File: src/rtl/cswap_pkg.sv
// rtl/cswap_pkg.sv - shared constants, triple type and popcount helper for the cswap stage
package cswap_pkg;

  localparam int unsigned W_DEFAULT     = 8;
  localparam int unsigned CNT_W_DEFAULT = 16;
  localparam int unsigned W_MAX         = 32;
  localparam int unsigned POP_W         = 6;

  // Words are carried at the widest supported width; the stage uses the low W bits.
  typedef struct packed {
    logic             ctrl;
    logic [W_MAX-1:0] a;
    logic [W_MAX-1:0] b;
  } triple_t;

  function automatic logic [POP_W-1:0] popcount(input logic [W_MAX-1:0] v);
    logic [POP_W-1:0] n;
    n = '0;
    for (int i = 0; i < W_MAX; i++) begin
      n = n + POP_W'(v[i]);
    end
    return n;
  endfunction

endpackage

File: src/rtl/cswap_word.sv
// rtl/cswap_word.sv - combinational W-bit controlled swap (Fredkin gate on words)
module cswap_word import cswap_pkg::*; #(
  parameter int unsigned W = W_DEFAULT
) (
  input  logic         in_ctrl,
  input  logic [W-1:0] in_a,
  input  logic [W-1:0] in_b,
  output logic         out_ctrl,
  output logic [W-1:0] out_a,
  output logic [W-1:0] out_b
);

  assign out_ctrl = in_ctrl;
  assign out_a    = in_ctrl ? in_b : in_a;
  assign out_b    = in_ctrl ? in_a : in_b;

endmodule

File: src/rtl/cswap_stream_stage.sv
// rtl/cswap_stream_stage.sv - registered controlled-swap stage with skid buffer, counters and checker
module cswap_stream_stage import cswap_pkg::*; #(
  parameter int unsigned W     = W_DEFAULT,
  parameter int unsigned CNT_W = CNT_W_DEFAULT
) (
  input  logic             clk,
  input  logic             rst_n,
  input  logic             in_valid,
  output logic             in_ready,
  input  logic             in_ctrl,
  input  logic [W-1:0]     in_a,
  input  logic [W-1:0]     in_b,
  output logic             out_valid,
  input  logic             out_ready,
  output logic             out_ctrl,
  output logic [W-1:0]     out_a,
  output logic [W-1:0]     out_b,
  input  logic             fault_inj,
  output logic [CNT_W-1:0] swap_cnt,
  output logic [CNT_W-1:0] err_cnt,
  output logic             err_sticky
);

  localparam int unsigned SUM_W = $clog2(2 * W + 1);

  logic             word_ctrl;
  logic [W-1:0]     word_a;
  logic [W-1:0]     word_b;
  logic [W-1:0]     calc_a;
  logic [SUM_W-1:0] pop_in;
  logic [SUM_W-1:0] pop_out;
  logic             accept;
  logic             drain;
  triple_t          new_t;

  triple_t          out_q, out_d;
  triple_t          skid_q, skid_d;
  logic             out_valid_q, out_valid_d;
  logic             skid_valid_q, skid_valid_d;
  logic             init_q, init_d;
  logic [CNT_W-1:0] swap_cnt_q, swap_cnt_d;
  logic [CNT_W-1:0] err_cnt_q, err_cnt_d;
  logic             err_sticky_q, err_sticky_d;
  logic             unused_hi_bits;

  cswap_word #(.W(W)) u_word (
    .in_ctrl  (in_ctrl),
    .in_a     (in_a),
    .in_b     (in_b),
    .out_ctrl (word_ctrl),
    .out_a    (word_a),
    .out_b    (word_b)
  );

  // The fault hook corrupts one bit so the conservation check has something to catch.
  assign calc_a  = word_a ^ W'(fault_inj);
  assign pop_in  = SUM_W'(popcount(W_MAX'(in_a))) + SUM_W'(popcount(W_MAX'(in_b)));
  assign pop_out = SUM_W'(popcount(W_MAX'(calc_a))) + SUM_W'(popcount(W_MAX'(word_b)));
  assign new_t   = '{ctrl: word_ctrl, a: W_MAX'(calc_a), b: W_MAX'(word_b)};

  // in_ready comes from flops only; init_q keeps it low until the first edge after reset.
  assign in_ready = init_q & ~skid_valid_q;
  assign accept   = in_valid & in_ready;
  assign drain    = out_valid_q & out_ready;

  // Next-state for the two-entry buffer and the counters.
  always_comb begin
    out_d        = out_q;
    skid_d       = skid_q;
    out_valid_d  = out_valid_q;
    skid_valid_d = skid_valid_q;
    init_d       = 1'b1;
    swap_cnt_d   = swap_cnt_q;
    err_cnt_d    = err_cnt_q;
    err_sticky_d = err_sticky_q;

    if (skid_valid_q) begin
      // Full: no accept possible; refill the output register from skid when it drains.
      if (drain) begin
        out_d        = skid_q;
        skid_valid_d = 1'b0;
      end
    end else if (!out_valid_q || drain) begin
      out_valid_d = accept;
      if (accept) begin
        out_d = new_t;
      end
    end else if (accept) begin
      skid_d       = new_t;
      skid_valid_d = 1'b1;
    end

    if (accept && in_ctrl) begin
      swap_cnt_d = swap_cnt_q + CNT_W'(1);
    end
    if (accept && (pop_in != pop_out)) begin
      err_sticky_d = 1'b1;
      if (err_cnt_q != '1) begin
        err_cnt_d = err_cnt_q + CNT_W'(1);
      end
    end
  end

  // State registers; reset discards anything buffered.
  always_ff @(posedge clk or negedge rst_n) begin
    if (!rst_n) begin
      out_q        <= '0;
      skid_q       <= '0;
      out_valid_q  <= 1'b0;
      skid_valid_q <= 1'b0;
      init_q       <= 1'b0;
      swap_cnt_q   <= '0;
      err_cnt_q    <= '0;
      err_sticky_q <= 1'b0;
    end else begin
      out_q        <= out_d;
      skid_q       <= skid_d;
      out_valid_q  <= out_valid_d;
      skid_valid_q <= skid_valid_d;
      init_q       <= init_d;
      swap_cnt_q   <= swap_cnt_d;
      err_cnt_q    <= err_cnt_d;
      err_sticky_q <= err_sticky_d;
    end
  end

  assign out_valid  = out_valid_q;
  assign out_ctrl   = out_q.ctrl;
  assign out_a      = out_q.a[W-1:0];
  assign out_b      = out_q.b[W-1:0];
  assign swap_cnt   = swap_cnt_q;
  assign err_cnt    = err_cnt_q;
  assign err_sticky = err_sticky_q;

  // Bits above W are always zero and never leave the stage.
  assign unused_hi_bits = ^{out_q.a, out_q.b};

endmodule

File: config.mk
export PLATFORM = sky130hd
export DESIGN_NAME = cswap_stream_stage
export DESIGN_NICKNAME = d
export VERILOG_FILES = /design/src/rtl/cswap_pkg.sv /design/src/rtl/cswap_word.sv /design/src/rtl/cswap_stream_stage.sv
export SDC_FILE = /design/constraint.sdc
export NUM_CORES = 1
export LEC_CHECK = 0
export ABC_AREA = 1
export BUFFER_PORTS_ARGS = -buffer_cell sky130_fd_sc_hd__buf_4
export CAP_MARGIN = 20
export CORE_AREA = 2 2 91 101
export CTS_BUF_LIST = sky130_fd_sc_hd__clkbuf_8 sky130_fd_sc_hd__clkbuf_16
export DETAILED_ROUTE_END_ITERATION = 8
export DIE_AREA = 0 0 93 103
export PLACE_DENSITY = 0.76
export SKIP_CTS_REPAIR_TIMING = 1
export SYNTH_ARGS = -nofsm -noshare
export SYNTH_HDL_FRONTEND = slang
export SYNTH_HIERARCHICAL = 1
export SYNTH_SLANG_ARGS = --single-unit
File: constraint.sdc
create_clock -name clk -period 2.05 [get_ports clk]
set_input_delay 0.205 -clock clk [delete_from_list [all_inputs] [get_ports clk]]
set_output_delay 0.205 -clock clk [all_outputs]
set_load 0.03 [all_outputs]
==> results.cfg <==
[synthesis]
syn_area_per_cell_sq_um = 8.28
synthArstFlopShare_pct = 100
synth_flop_cell = dfrtp_1
ys_types = 39
synthXorXnorAreaFrac_pct = 4.78
yosysWarnings = 6
synth_top_area_share_pct = 38.2
synth_compound_area_share_pct = 4.83
syn-cell-area_sq_um = 4580
synth_top_area_cell = dfrtp_1
synth-simple-area-share_pct = 27.7
synth_top_family_by_area = simple AND/OR/NAND/NOR gates
synth_cells = 554
synth_adder_area_share_pct = 12.0
synth_commonest_cells = nand2_1, inv_1, dfrtp_1
synth_seq_cells = 70
seq_area_frac_synth_pct = 38.2
synth_area_leaders = dfrtp_1, nand2_1, fa_1
synth_edf_count = 0
synth_nets = 608
synth.area.mux_share_pct = 2.70
yosysMostFrequentCell = nand2_1

[power]
ir_worst_vdd_mv = 0.592
leakagePower_nw = 3.11
cellPowerDensity_nw_per_um2 = 1100

[timing]
worst_pin_slew_ns = 0.599
skew_ns = 0.0139
fin_crit_ns = 4.25
hold_violations = 0
finalSetupViolCount = 17
relSlewSlack_pct = 60.0
slew_viol_final = 0
rsz0062_at_grt = true
worst_slack_ns = -2.20
final.period_utilization_pct = 207
fmax_ghz = 0.235

[global_route]
antenna_found_initial = 0
grt.overflow.total = 0
grt_max_degree = 40
grt_pass1_wl_um = 17400
grt_pass1_vias = 3840
grt_usage_pct = 23.1

[route]
finalWirelength_um = 10900
drt.antenna.violating_nets = 0
wl_per_cell_um = 13.6
via_count = 4033
route.detailed.drc = 0
vias_per_cell = 5.07
drtIter0Drc = 146
dr.pass1.iters = 5

[setup_path]
cp.required_ns = 2.29
critPathMostFrequentCell = fa_1
worst_setup_path_end_kind = flop
worst_path_largest_cell_delay_ns = 0.56
crit_fanout = 8
start_kind = primary input
cp_slowest_cell = fa_1
cp.arrival_ns = 4.49
path_class = primary input to flop
r2r_slack_ns = 0.30

[clock_tree]
clockRootBuffer = clkbuf_8
cts.sinks = 70
htreeDepth = 3
numCtsBuffers = 9
clk_latency_ns = 0.36
cts_buffer_depth = 2
cts_tree = done
clkSlewWorstSetupHoldPaths_ns = 0.08

[placement]
port_buffers = 73
gp_congestion = 0.892
dp_hpwl_um = 8070
dpl-instance-area_sq_um = 5610
dp_cells = 776

[floorplan]
design.core.area_sq_um = 8650
die_area_sq_um = 9580
die_w_um = 93
die_h_um = 103
rows = 36
io_pins = 74
initial_core_util_pct = 53.0

[run]
drv_cap = 0

[layout]
final_nets = 731
fillCellCount = 740
antenna_cells_inserted = 0
syn_to_final_growth_pct = 28.4
layout-drive-gt1-share_pct = 30.2
multiInputGateArea_sq_um = 2450
final-seq-area_sq_um = 1750
design_area_sq_um = 5890
finalNonFillerCells = 796

[run_status]
status = finished with violations
violations = negative setup slack

[worst_hold_path]
hp-class = primary input to flop
==> worst paths after layout <==
path / end / start / cells past startpoint
max in group asynchronous: skid_q[0]$_DFFE_PN0P_ / rst_n / 3
max reg2reg: err_cnt[5]$_DFFE_PN0P_ / err_cnt[0]$_DFFE_PN0P_ / 9
min in group asynchronous: swap_cnt[5]$_DFFE_PN0P_ / rst_n / 2
min: out_valid$_DFFE_PN0P_ / out_ready / 4
min reg2reg: err_sticky$_DFFE_PN0P_ / err_sticky$_DFFE_PN0P_ / 1
max: err_cnt[9]$_DFFE_PN0P_ / in_ctrl / 25
==> through the flow <==
step | TNS (ns) | hold WS (ns) | power, mW | setup slack (ns) | utilization [%]
after global routing | -40.55 | 0.175 | 7.02 | -2.40 | 68.1
after CTS | -36.89 | -0.226 | 6.27 | -2.20 | 67.0
after global placement | -40.59 | 0.172 | 5.02 | -2.40 | 64.8
final | -36.97 | 0.170 | 6.49 | -2.20 | 68.1
after detailed placement | -43.30 | 0.176 | 5.18 | -2.58 | 64.8
after floorplan | -37.99 | -0.0906 | 4.27 | -2.28 | -
==> worst max-delay path, delay by kind of cell <==
| kind | cells | cell delay, ns |
|---|---|---|
| simple gates | 10 | 0.87 |
| buf+inv | 9 | 0.73 |
| fa+ha+maj | 6 | 2.68 |
==> metal layers <==
layer  up-vias  GRT usage [%]  wire length, um
li1       1969              -                -
met1      1954           28.1             4530
met2        93           41.4             5750
met3        17           3.87              388
met4         0           8.48              192
met5         -              0                0
==> placed cells by master, fill, tap and decap left out, types with 2 or more instances in the layout <==
cell type and n:
nand3_4 3, inv_1 74, buf_12 4, ha_1 11
inv_6 2, nand4_1 20, nor2_1 44, dfrtp_1 70
nand3_1 19, a21oi_1 10, o21ai_1 2, nand2_1 151
clkinvlp_4 2, inv_2 4, xnor2_1 10, xor2_1 14
o21ai_0 5, mux2_2 11, inv_8 3, nor2_2 4
buf_4 124, nand2_4 4, buf_6 2, nand2_2 23
clkbuf_8 9, nor2_4 2, fa_1 20, a31oi_1 18
==> flip-flops by register name, indices dropped and copies added, names as in the netlist <==
register	flops
out_b	8
skid_q	17
out_a	8
init_q	1
out_valid	1
out_ctrl	1
swap_cnt	16
err_sticky	1
skid_valid_q	1
err_cnt	16
==> where the power goes <==
group / switching (mW) / leakage [nW] / internal, mW
clock network: 0.608 / 0.0903 / 0.466
logic: 2.05 / 2.15 / 1.45
registers: 0.239 / 0.870 / 1.68
total: 2.90 / 3.11 / 3.59
==> final cells by class <==
class | instances | share of cell area (%)
inverter | 79 | 5.16
tap | 114 | 2.42
clock buffer | 9 | 2.10
sequential | 70 | 29.7
multi-input combinational | 385 | 41.7
timing repair buffer | 132 | 17.8
clock inverter | 7 | 1.08
==> logic make-up (layout without fill, tap and decap cells) <==
kind of cell / Yosys count / count (layout)
multiplexers: 11 / 11
flip-flops: 70 / 70
other: 1 / 1
XOR/XNOR: 25 / 25
adder cells (fa/ha/maj): 32 / 32
AO/OA/AOI/OAI: 38 / 38
AND/OR/NAND/NOR: 278 / 278
buffers and inverters: 99 / 227
(Power assumes the default switching activity.)
